<file path="src/rtl/inst_prefetch_queue.sv">
// Instruction prefetch buffer: sequential fetch over a variable-latency memory port,
// PC-tagged FIFO toward IF/ID, and redirect flush with stale-response discard.
module inst_prefetch_queue #(
  parameter int unsigned DEPTH = 4,
  parameter int unsigned AW    = 6,
  parameter int unsigned DW    = 16
) (
  input  logic                       clk,
  input  logic                       clear,
  output logic                       mem_req,
  output logic [AW-1:0]              mem_addr,
  input  logic                       mem_rvalid,
  input  logic [DW-1:0]              mem_rdata,
  output logic                       out_valid,
  output logic [DW-1:0]              out_inst,
  output logic [AW-1:0]              out_pc,
  input  logic                       out_ready,
  input  logic                       redirect,
  input  logic [AW-1:0]              redirect_pc,
  output logic [$clog2(DEPTH):0]     count
);

  localparam int unsigned PW = $clog2(DEPTH);
  localparam int unsigned CW = PW + 1;

  logic [AW-1:0] fetch_pc;
  logic [AW-1:0] req_pc;
  logic          busy;
  logic          discard;
  logic [PW-1:0] wr_ptr;
  logic [PW-1:0] rd_ptr;
  logic [DW-1:0] inst_mem [DEPTH];
  logic [AW-1:0] pc_mem   [DEPTH];

  logic          issue;
  logic          push;
  logic          pop;
  logic [CW-1:0] count_nxt;

  // Space for the response is reserved at issue, so a push can never overflow.
  always_comb begin
    issue     = !redirect && !busy && (count < CW'(DEPTH));
    push      = !redirect && busy && mem_rvalid && !discard;
    pop       = !redirect && out_valid && out_ready;
    count_nxt = count;
    if (push && !pop) begin
      count_nxt = count + CW'(1);
    end else if (pop && !push) begin
      count_nxt = count - CW'(1);
    end
  end

  // First-word fall-through head.
  assign out_inst = inst_mem[rd_ptr];
  assign out_pc   = pc_mem[rd_ptr];

  always_ff @(posedge clk) begin
    if (!clear) begin
      fetch_pc  <= '0;
      req_pc    <= '0;
      busy      <= 1'b0;
      discard   <= 1'b0;
      mem_req   <= 1'b0;
      mem_addr  <= '0;
      wr_ptr    <= '0;
      rd_ptr    <= '0;
      count     <= '0;
      out_valid <= 1'b0;
      for (int i = 0; i < int'(DEPTH); i++) begin
        inst_mem[i] <= '0;
        pc_mem[i]   <= '0;
      end
    end else if (redirect) begin
      // Flush and restart; an in-flight request is either dropped now or marked stale.
      fetch_pc  <= redirect_pc;
      mem_req   <= 1'b0;
      wr_ptr    <= '0;
      rd_ptr    <= '0;
      count     <= '0;
      out_valid <= 1'b0;
      if (busy) begin
        if (mem_rvalid) begin
          busy <= 1'b0;
        end else begin
          discard <= 1'b1;
        end
      end
    end else begin
      mem_req <= issue;
      if (issue) begin
        mem_addr <= fetch_pc;
        req_pc   <= fetch_pc;
        fetch_pc <= fetch_pc + AW'(1);
        busy     <= 1'b1;
      end else if (busy && mem_rvalid) begin
        busy    <= 1'b0;
        discard <= 1'b0;
      end
      if (push) begin
        inst_mem[wr_ptr] <= mem_rdata;
        pc_mem[wr_ptr]   <= req_pc;
        wr_ptr           <= wr_ptr + PW'(1);
      end
      if (pop) begin
        rd_ptr <= rd_ptr + PW'(1);
      end
      count     <= count_nxt;
      out_valid <= (count_nxt != '0);
    end
  end

endmodule

</file>
<file path="config.mk">
export PLATFORM = sky130hd
export DESIGN_NAME = inst_prefetch_queue
export DESIGN_NICKNAME = d
export VERILOG_FILES = /design/src/rtl/inst_prefetch_queue.sv
export SDC_FILE = /design/constraint.sdc
export NUM_CORES = 1
export LEC_CHECK = 0
export CORE_ASPECT_RATIO = 0.9
export CORE_MARGIN = 2
export CORE_UTILIZATION = 45
export CTS_BUF_LIST = sky130_fd_sc_hd__clkbuf_4
export CTS_CLUSTER_SIZE = 14
export DETAILED_ROUTE_END_ITERATION = 8
export GPL_TIMING_DRIVEN = 1
export PLACE_DENSITY = 0.78
export SLEW_MARGIN = 20
export SYNTH_ARGS = -nofsm -noshare
export SYNTH_HDL_FRONTEND = slang
export SYNTH_SLANG_ARGS = --single-unit
</file>
<file path="constraint.sdc">
create_clock -name clk -period 3.6 [get_ports clk]
set_clock_uncertainty 0.1 [all_clocks]
set_input_delay 0.72 -clock clk [delete_from_list [all_inputs] [get_ports clk]]
set_output_delay 0.72 -clock clk [all_outputs]
set_load 0.05 [all_outputs]
</file>
Yosys cells after proc, flatten, opt, wreduce, memory -nomap -nowiden:

Memory sizes are Yosys's and may differ from the RTL's. A register that Yosys moved wholly into a read port is not among the register bits.
Cells that the tools add are included.
W data, S select, Z words.

* logic and storage cells: 74
* memories kept: 2
* input port bits: 27
* flip-flop bits (word level): 23
* RAM bits: 88

Memories
* inst_mem: words 4, bits a word 16, read ports 1, clocked after Yosys merged registers in 1, write ports 4, line 32 `logic [DW-1:0] inst_mem [DEPTH];`
* pc_mem: words 4, bits a word 6, read ports 1, clocked after Yosys merged registers in 1, write ports 4, line 33 `logic [AW-1:0] pc_mem [DEPTH];`

* $add $sub $neg: 5
* reduce and logical (&&, ||, !) cells: 24
* eq/ne operators: 3
* magnitude comparators: 1
* muxes and demuxes: 28
* bitwise logic cells: 2

Operators with widths (count)
* $mux W6: 3
* $mux W1: 16
* $mux W16: 1
* $reduce_or A16 Y1: 1
* $mux W2: 6
* $logic_and A1 B1 Y1: 10
* $add A6 B1 Y6 const B: 1
* $mux W3: 2
* $reduce_bool A3 Y1: 2
* $reduce_or A6 Y1: 1
* $logic_not A1 Y1: 5
* $add A2 B1 Y2 const B: 2
* $ne A2 B2 Y1 const B: 2
* $reduce_and A4 Y1: 1
* $reduce_bool A2 Y1: 2
* $add A3 B1 Y3 const B: 1
* $lt A3 B3 Y1 const B: 1
* $sub A3 B1 Y3 const B: 1
* $ne A2 B1 Y1 const B: 1
* $not A1 Y1: 2
* $reduce_and A2 Y1: 1
* $reduce_or A2 Y1: 1

Longest topological paths before layout:

Gate-level depths: netlist (run 1).

* word-level depth: 10
* gate-level depth with buffers: 6
* gate-level depth less buffers: 6

Worst setup path before layout (run 1):

Ideal clock, no wire load.

* path type: input port to flip-flop
* start: in mem_rvalid
* end: mem inst_mem[1][0], enable pin
* data arrival time: 2.608 ns
* buffers on the path: 0
* required time: 3.068 ns
* library setup time: 0.432 ns
* stages: 3
* setup slack: 0.460 ns
* cell sequence: and3b_1 > nand2_1 > o21ai_0

RTL lines
* start: declaration: line 12 `input logic mem_rvalid,`
* end: declaration: line 32

==> reports/results.txt, run 1 <==
Status: complete, but fails checks
Failing checks: design-rule violations
WP data arrival: 2020 ps
Num CTS Buffers: 17
Vias/cell: 5.181
Wl on met1: 4100 um
I/O Pins: 60
DIE HEIGHT: 102.3 um
Critical Path Source Type: flop
N_diodes: 0
Hold Vio Cnt, Final: 0
Final core occ: 56.63%
Most frequent cells in the layout: edfxtp_1 (88), nor2_1 (69), clkdlybuf4s50_1 (37), buf_4 (34), nand2_1 (33)
Avg Cell Area, Syn: 13.36 um2
First-pass GRT wire length: 15550 um
GP Congestion: 0.7847
Gate Count Post-Synth: 362
DR vias: 2979
Routed wl met2: 4771 um
DIE WIDTH: 113.3 um
Area grow syn2layout: 21.03%
Clock root buffer master: clkbuf_4
DRT Pass-1 Iters: 7
Routed wire length: 9483 um
CP Max Fanout: 22
Crit end category: output pin
Reg2Reg Depth: 5
CTS clk-pin slew, worst paths: 100 ps
Final worst-path cycle share: 78.95%
Vias in the first global route: 3168
Most common cell after layout, fill and taps aside: edfxtp_1
Final net count: 464
Synth Register Bits: 113
CTS tree: done
HPWL Detailed: 6060 um
Slew @ Worst Pin: 712.4 ps
ANT nets after route: 0
Distinct cells, synth: 38
Pin count of the biggest net entering global routing: 28
Setup slack after layout: 757.8 ps
Leakage power total: 2.299 nW
DR iter-0 viols: 179
Dpl ws: 887.6 ps
Clock sinks: 113
Max H-tree Level: 4
Worst vdd ir: 0.2825 mV
Fin crit period: 2842 ps
Share of layout cells above drive strength 1: 20.63%
Clock Path Buffers: 2
Slowest CP cell: mux4_2
Setup bufs post-CTS: 0
Crit-path most repeated cell: buf_4
Initial Util: 46.79%
Req. time, crit path: 2780 ps
Initial antenna violation count: 0
FMAX: 0.3518 GHz
Cts-stage hold buffer count: 0
DR DRC count: 9
Post-CTS Resized: 0
GRT Resource Usage Total: 17.99%
Setup Crit Path Kind: flop to output pin
Total gr overflow: 0
Syn Nets: 392
Slew headroom: 52.25%
Die area: 11590 um2
Filler cells: 858
Max stage delay on crit path: 600 ps
PwrDens: 461.9 nW/um2
DR WL met3: 561 um
Top routing layer used: met4
RSZ-0062 raised after global routing: false
YS warnings: 0
Core Rows: 35
Register area share after synthesis: 64.99%
Clock Latency Late Sink: 500 ps
Slew Limit Fails: 0
HP Class: flop to flop
Worst-path cell chain: buf_4 -> mux4_2 -> buf_4
Max-capacitance violation count: 0
Wire length per cell: 16.49 um
Port bufs: 59
Synth Cell Area: 4836 um2
Fin Setup TNS: 0 ps
Core area: 10330 um2
Hold Crit Depth: 2
Final setup fails: 0
registers in the layout, summed over array words and instances (netlist names), named ones only:
| signal | flops |
|---|---|
| inst_mem | 64 |
| pc_mem | 24 |
| fetch_pc | 6 |
| req_pc | 6 |
| count | 3 |
| rd_ptr | 2 |
| wr_ptr | 2 |
| busy | 1 |
| discard | 1 |
| mem_req | 1 |
| out_valid | 1 |
stage by stage:
step | total power, mW | cell area (um2) | hold WS [ps] | cells
global route | 2.798 | 5853 | 456.5 | 575
floorplan | 1.645 | 4836 | 389.3 | 362
CTS | 2.725 | 5853 | 426.2 | 575
detailed placement | 1.741 | 5549 | 412.5 | 544
global placement | 1.734 | 5549 | 403.9 | 544
finish | 2.703 | 5853 | 428.3 | 575
Yosys cell counts:
cell type  instances  area share (%)
edfxtp_1          88              55
ha_1               3            0.78
nand3b_1           1            0.16
or3_1              1            0.13
nor3_2             1            0.21
mux2i_1            9             1.9
nand4_1            3            0.39
nand4b_1           1            0.18
xnor3_1            1            0.47
nand2_1           33             2.6
buf_4              2            0.31
and3b_1            1            0.18
a21bo_2            2            0.41
inv_1             25             1.9
nand2b_1           5            0.65
mux4_2            22              10
a21boi_0           1            0.16
dfxtp_1           25              10
and4bb_1           1            0.26
buf_2              5            0.52
nor2_1            69             5.4
a21oi_1            3            0.31
xor2_1             3            0.54
nor3b_1            1            0.16
nor2b_1            8             1.0
o22a_1             1            0.18
or2_2              1            0.13
nand3_1            3            0.31
o31ai_1            1            0.16
xnor2_1            6             1.1
clkbuf_1           7            0.54
o21a_1             1            0.16
buf_1              4            0.31
o21ai_0            8            0.83
and2_1             5            0.65
nor3_4             1            0.34
o211a_1            3            0.62
and3_1             7            0.91
final timing paths:
check | from | endpoint | slack (ps)
setup / recovery | flop | out_inst[15] | 760
hold / removal | rd_ptr[1] | flop | 430
setup reg to reg | busy | pc_mem[0][4] | 1750
hold reg to reg | rd_ptr[1] | flop | 430
power by group:
group	switching (mW)	internal [mW]
Sequential	0.0257	1.45
Clock	0.449	0.545
Combinational	0.137	0.0964
critical path, delay by kind of cell (launching register included):
kind	cells	cell delay (ps)
DFF	1	320
buffers and inverters	2	600
muxes	1	600
cell type report:
| type | instances | area (um2) | area share (%) |
|---|---|---|---|
| Clock inverter | 13 | 168.9 | 2.886 |
| Sequential cell | 113 | 3143 | 53.70 |
| Inverter | 25 | 93.84 | 1.603 |
| Tap cell | 129 | 161.4 | 2.758 |
| Multi-Input combinational cell | 206 | 1525 | 26.06 |
| Timing Repair Buffer | 71 | 625.6 | 10.69 |
| Clock buffer | 18 | 135.1 | 2.309 |
per-layer routing:
metal | vias to the layer above | global-route usage, %
li1 | 1434 | -
met1 | 1440 | 22.05
met2 | 99 | 30.63
met3 | 6 | 5.753
met4 | 0 | 6.004
met5 | - | 0
logic make-up after synthesis:
kind of cell,count (synthesis),synth area share (%)
AO/OA/AOI/OAI,20,2.820
multiplexers,31,12.11
flip-flops,113,64.99
XOR/XNOR,10,2.096
adder cells (fa/ha/maj),3,0.7763
AND/OR/NAND/NOR,142,13.58
buffers and inverters,43,3.622
(Power assumes the default switching activity.)
==> inputs of run 2 (changes only) <==
- PLACE_DENSITY: 0.78 -> 0.8
- clock period: 3.6 -> 2.5 ns (I/O delays scaled with it)
==> run 2 against run 1 <==
Effect of this change:
- the flow still finishes with violations (design-rule violations)
- design area rose by 3.1%
- via count increased by 3.2%
- flip-flop and latch count unchanged
- first-iteration DRC count increased by 20%
- routed wire length up 8.1%
- critical endpoint is now out_inst[14]
- largest power group unchanged
- highest routed layer unchanged
==> reports/results.txt, run 2 (synthesized netlist as in run 1, its figures left out) <==
Status: complete, but fails checks
Failing checks: design-rule violations
DIE HEIGHT: 102.3 um (unchanged)
Setup slack after layout: 60.73 ps (-697.0 ps)
Clock network power share: 38.8% (+2.0 points)
Critical Path Source Type: flop
HP Class: flop to flop
Worst hold slack: 421.9 ps (-6.384 ps)
Clock Path Buffers: 2 (unchanged)
Critical path buffers and inverters: 2 (unchanged)
Core Rows: 35 (unchanged)
Crit end category: output pin
I/O Pins: 60 (unchanged)
Dpl ws: 209.8 ps (-677.7 ps)
GRT Resource Usage Total: 18.71% (+0.73 points)
DR iter-0 viols: 215 (+20%)
R2R Path End: pc_mem[1][4]
DIE WIDTH: 113.3 um (unchanged)
DR DRC count: 10 (+1)
Slew Limit Fails: 0 (unchanged)
Vias/cell: 5.302 (+2.3%)
ANT nets after route: 0 (unchanged)
FMAX: 0.4100 GHz
DRT Pass-1 Iters: 7 (unchanged)
First-pass GRT wire length: 16030 um (+3.1%)
Vias in the first global route: 3170 (+0.063%)
Max-capacitance violation count: 0 (unchanged)
Fin crit period: 2439 ps
CTS tree: done
Total gr overflow: 0 (unchanged)
Initial Util: 46.79% (unchanged)
Routed wire length: 10250 um (+8.1%)
Reg2Reg Depth: 5 (unchanged)
Switching pwr: 0.9137 mW (+49%)
Hold Vio Cnt, Final: 0 (unchanged)
Req. time, crit path: 1900 ps (-880 ps)
Int Power: 3.141 mW (+50%)
Cts-stage hold buffer count: 0 (unchanged)
Critical Path Sink: out_inst[14]
Clock Latency Late Sink: 500 ps (about the same)
Die area: 11590 um2 (unchanged)
Leakage power total: 2.383 nW (+3.7%)
Gate power share: 8.8% (+0.2 points)
Clock sinks: 113 (unchanged)
Max stage delay on crit path: 500 ps (-100 ps)
Net Sw Frac: 22.53% (-0.10 points)
PwrDens: 671.7 nW/um2 (+45%)
Max reg flops: 64 (unchanged)
Final net count: 469 (+1.1%)
Worst-path cell chain: clkbuf_16 -> mux4_2 -> buf_4
Worst vdd ir: 0.3149 mV (+11%)
Slowest CP cell: mux4_2
Most common cell after layout, fill and taps aside: edfxtp_1
Worst r2r src: busy
Final worst-path cycle share: 97.57%
N_diodes: 0 (unchanged)
Core area: 10330 um2 (unchanged)
CP Max Fanout: 5 (-77%)
Crit-path leading delay family: multiplexers
Setup Crit Path Kind: flop to output pin
Top flop regs: inst_mem (64), pc_mem (24)
Port bufs: 59 (unchanged)
Sequential share of power: 52.4% (-2.2 points)
GP Congestion: 0.7778 (-0.88%)
WP data arrival: 1840 ps (-180 ps)
Wire length per cell: 17.68 um (+7.2%)
Initial antenna violation count: 0 (unchanged)
Final setup fails: 0 (unchanged)
Slew @ Worst Pin: 519.1 ps (-193.3 ps)
Num CTS Buffers: 17 (unchanged)
Register with the most flip-flops: inst_mem
CP Depth: 3 (unchanged)
Max H-tree Level: 4 (unchanged)
CTS clk-pin slew, worst paths: 100 ps (about the same)
Most frequent cells in the layout: edfxtp_1 (88), nor2_1 (69), clkdlybuf4s50_1 (36), nand2_1 (33), buf_4 (29)
DR vias: 3075 (+3.2%)
Share of layout cells above drive strength 1: 21.51% (+0.88 points)
Worst reg2reg setup slack: 760 ps (-990 ps)
Clock root buffer master: clkbuf_4
Pin count of the biggest net entering global routing: 28 (unchanged)
Slew headroom: 65.29% (+13 points)
HPWL Detailed: 6294 um (+3.9%)
Area grow syn2layout: 24.84%
==> run 2: cell count changes in the layout (fill, tap and decap cells not counted), sizes merged <==
cell,change
dlymetal6s2s,+1
bufinv,+1
buf,+4
clkdlybuf4s50,-1
clkbuf,+2
clkinvlp,+1
clkinv,-3
==> run 2: area by class of cell <==
type / count / area, um2
Inverter: 25 / 93.84
Tap cell: 129 / 161.4
Multi-Input combinational cell: 206 / 1525
Fill cell: 798 / 4298
Sequential cell: 113 / 3147
Clock inverter: 12 / 190.2
Clock buffer: 19 / 142.6
Timing Repair Buffer: 76 / 777.0
==> run 2: how the worst min path moves through the flow <==
stage,from,endpoint,slack (ps),cells after the start
final,rd_ptr[0],flop,420,2
after detailed placement,rd_ptr[0],flop,410,2
after global placement,rd_ptr[0],rd_ptr[0],410,2
after global routing,rd_ptr[1],rd_ptr[1],470,2
after CTS,rd_ptr[0],flop,420,2
after floorplan,rd_ptr[1],flop,390,2
==> run 2: worst min-delay path: cells and delay by family, from the launching register on <==
kind	cells	cell delay (ps)
AO/OA/AOI/OAI	2	170
flip-flops	1	330
==> run 2: metal layers <==
metal | part of all wire [%] | track usage (%) | routed length, um
met5 | 0 | 0 | 0
met4 | 0.56 | 6.191 | 57
met3 | 7.0 | 5.279 | 713
met2 | 51 | 31.51 | 5245
met1 | 41 | 23.73 | 4235
==> run 2: per-stage QoR <==
| stage | TNS [ps] | total power, mW | cells | area, um2 | utilization [%] |
|---|---|---|---|---|---|
| after floorplan | -18480 | 2.369 | 362 | 4836 | - |
| after global placement | 0 | 2.513 | 547 | 5634 | 54.52 |
| after detailed placement | 0 | 2.524 | 547 | 5634 | 54.52 |
| after CTS | 0 | 4.077 | 579 | 5998 | 58.04 |
| after global routing | -6.160 | 4.184 | 580 | 6037 | 58.41 |
| final | 0 | 4.055 | 580 | 6037 | 58.41 |
==> run 2: power groups by stage <==
stage	Sequential, mW	Clock, mW	Combinational (mW)
6_report	2.12	1.57	0.358
3_3_place_gp	2.16	0	0.352
5_1_grt	2.13	1.67	0.380
4_1_cts	2.12	1.59	0.359
2_1_floorplan	2.18	0	0.188
3_5_place_dp	2.17	0	0.357
==> run 2: repair_timing <==
| item | 4_1_cts | 5_1_grt |
|---|---|---|
| buffers inserted | 0 | 0 |
| gates resized for setup | 3 | 4 |
| setup endpoints to repair | 18 | 4 |
| cloned | 1 | 1 |
==> inputs of run 3 (changes only) <==
--- a/config.mk
+++ b/config.mk
@@ -6,5 +6,4 @@
 export NUM_CORES = 1
 export LEC_CHECK = 0
-export CORE_ASPECT_RATIO = 0.9
 export CORE_MARGIN = 2
 export CORE_UTILIZATION = 45
==> constraint.sdc (replaced) <==
create_clock -name clk -period 2.5 [get_ports clk]
set_clock_uncertainty 0.1 [all_clocks]
set_input_delay 0.5 -clock clk [delete_from_list [all_inputs] [get_ports clk]]
set_output_delay 0.5 -clock clk [all_outputs]
set_load 0.005 [all_outputs]
==> run 3 against run 2 <==
Effect of this change:
- the run now ends clean
- cell count rose by 1.6%
- via count fell by 2.2%
- critical path depth rose by 1
- worst setup slack improved by 51 ps
- register-to-register slack barely moved
- die area barely moved
- count of clock-buffer cells in the layout fell by 1
- combinational power fell by 28%
- flip-flop and latch count did not move
- hold slack improved by 21 ps
- critical endpoint is now out_pc[5]
- largest cell class unchanged
- largest power group unchanged
==> reports/results.txt, run 3 (synthesized netlist as in run 1, its figures left out) <==
Status: finished clean
Dpl ws: 227.4 ps (+17.61 ps)
R2R Path End: inst_mem[0][0]
Core Rows: 37 (+5.7%)
DR DRC count: 0 (-10)
Port bufs: 59 (unchanged)
CP Max Fanout: 6 (+1)
DRT Pass-1 Iters: 4 (-3)
Clock Latency Late Sink: 490 ps (about the same)
Worst hold slack: 442.7 ps (+20.82 ps)
Reg2Reg Depth: 5 (unchanged)
Final net count: 471 (+0.43%)
Routed wire length: 9695 um (-5.4%)
Final setup fails: 0 (unchanged)
Crit end category: output pin
Area after DPL: 5683 um2 (+0.87%)
N_diodes: 0 (unchanged)
HPWL Detailed: 5742 um (-8.8%)
Hold Vio Cnt, Final: 0 (unchanged)
Worst vdd ir: 0.4114 mV (+31%)
Vias/cell: 5.104 (-3.7%)
Num CTS Buffers: 17 (unchanged)
PwrDens: 640.5 nW/um2 (-4.6%)
Clock sinks: 113 (unchanged)
RSZ-0062 raised after global routing: false
Clock root buffer master: clkbuf_4
WP data arrival: 1790 ps (-50 ps)
I/O Pins: 60 (unchanged)
Cts-stage hold buffer count: 0 (unchanged)
Critical Path Source Type: flop
Core area: 10370 um2 (+0.34%)
First-pass GRT wire length: 15280 um (-4.7%)
DIE WIDTH: 107.7 um (-4.9%)
CTS clk-pin slew, worst paths: 90 ps (about the same)
DIE HEIGHT: 107.7 um (+5.2%)
Die area: 11590 um2 (about the same)
Filler cells: 866 (+8.5%)
Final worst-path cycle share: 95.54% (-2.0 points)
Total gr overflow: 0 (unchanged)
Fin crit period: 2388 ps (-50.86 ps)
Min-delay src: rd_ptr[1]
Slew Limit Fails: 0 (unchanged)
Initial antenna violation count: 0 (unchanged)
Worst reg2reg setup slack: 770 ps (about the same)
Clock Path Buffers: 2 (unchanged)
Max H-tree Level: 4 (unchanged)
Max reg flops: 64 (unchanged)
Top flop regs: inst_mem (64), pc_mem (24)
GP Congestion: 0.7904 (+1.6%)
Multi-input gate area: 1525 um2 (unchanged)
Register with the most flip-flops: inst_mem
Total power: 3.836 mW (-5.4%)
DR iter-0 viols: 225 (+4.7%)
Slew headroom: 70.68% (+5.4 points)
Most common cell after layout, fill and taps aside: edfxtp_1
Max-capacitance violation count: 0 (unchanged)
Wire length per cell: 16.46 um (-6.9%)
Leakage power total: 2.362 nW (-0.88%)
Hold Crit Depth: 2 (unchanged)
CTS tree: done
Most frequent cells in the layout: edfxtp_1 (88), nor2_1 (69), clkdlybuf4s50_1 (37), nand2_1 (33), inv_1 (25)
HP Class: flop to flop
Setup slack after layout: 111.6 ps (+50.86 ps)
GRT Resource Usage Total: 17.87% (-0.85 points)
Vias in the first global route: 3116 (-1.7%)
Register area: 3147 um2 (unchanged)
DR vias: 3006 (-2.2%)
Share of layout cells above drive strength 1: 21.85% (+0.35 points)
Hold Path End: rd_ptr[1]
Initial Util: 46.63% (-0.16 points)
FMAX: 0.4187 GHz (+2.1%)
Slew @ Worst Pin: 438.3 ps (-80.80 ps)
Pin count of the biggest net entering global routing: 28 (unchanged)
Worst r2r src: busy
ANT nets after route: 0 (unchanged)
Area grow syn2layout: 23.86%
Final instance area: 5989 um2 (-0.79%)
Req. time, crit path: 1900 ps (about the same)
Setup Crit Path Kind: flop to output pin
[run 3: critical path: stages, from the launching register on]
cell      delay [ps]
dfxtp_4          390
buf_4            130
buf_12           120
mux4_2           530
clkbuf_2         130
[run 3: worst max path at each step]
| stage | to | slack (ps) |
|---|---|---|
| after floorplan | inst_mem[1][0] | -420 |
| after global placement | inst_mem[1][10] | 260 |
| after detailed placement | inst_mem[0][10] | 230 |
| after CTS | out_pc[5] | -20 |
| after global routing | out_pc[5] | 20 |
| final | out_pc[5] | 110 |
[run 3: routing by layer]
layer / wire [um] / vias to the layer above / track usage, % / part of all wire, %
met1: 4059 / 1455 / 22.07 / 42
met2: 4919 / 97 / 30.01 / 51
li1: - / 1448 / - / -
met4: 55 / 0 / 4.853 / 0.57
met5: 0 / - / 0 / 0
met3: 661 / 6 / 6.114 / 6.8
[run 3: layout make-up]
class,count,share of cell area (%)
timing repair buffer,78,12.53
inverter,25,1.567
tap,136,2.841
multi-input combinational,206,25.46
clock buffer,18,2.256
clock inverter,13,2.799
sequential,113,52.54
[run 3: repair_timing]
| item | 4_1_cts | 5_1_grt |
|---|---|---|
| pin swaps | 0 | 0 |
| resized for setup | 48 | 22 |
| gates cloned | 3 | 0 |
| endpoints found under the setup margin | 22 | 22 |
| setup buffers | 3 | 0 |
[run 3: metrics by stage]
step | instances | setup TNS [ps] | utilization, %
2_1_floorplan | 362 | -18480 | -
5_1_grt | 589 | 0 | 57.76
4_1_cts | 589 | -21.41 | 58.82
3_5_place_dp | 552 | 0 | 54.80
3_3_place_gp | 552 | 0 | 54.80
6_report | 589 | 0 | 57.76
[run 3: where the power goes]
part | switching [mW] | total [mW] | internal, mW | leakage (nW)
clock | 0.670 | 1.46 | 0.786 | 0.164
combinational | 0.118 | 0.259 | 0.142 | 1.08
sequential | 0.0349 | 2.12 | 2.09 | 1.11
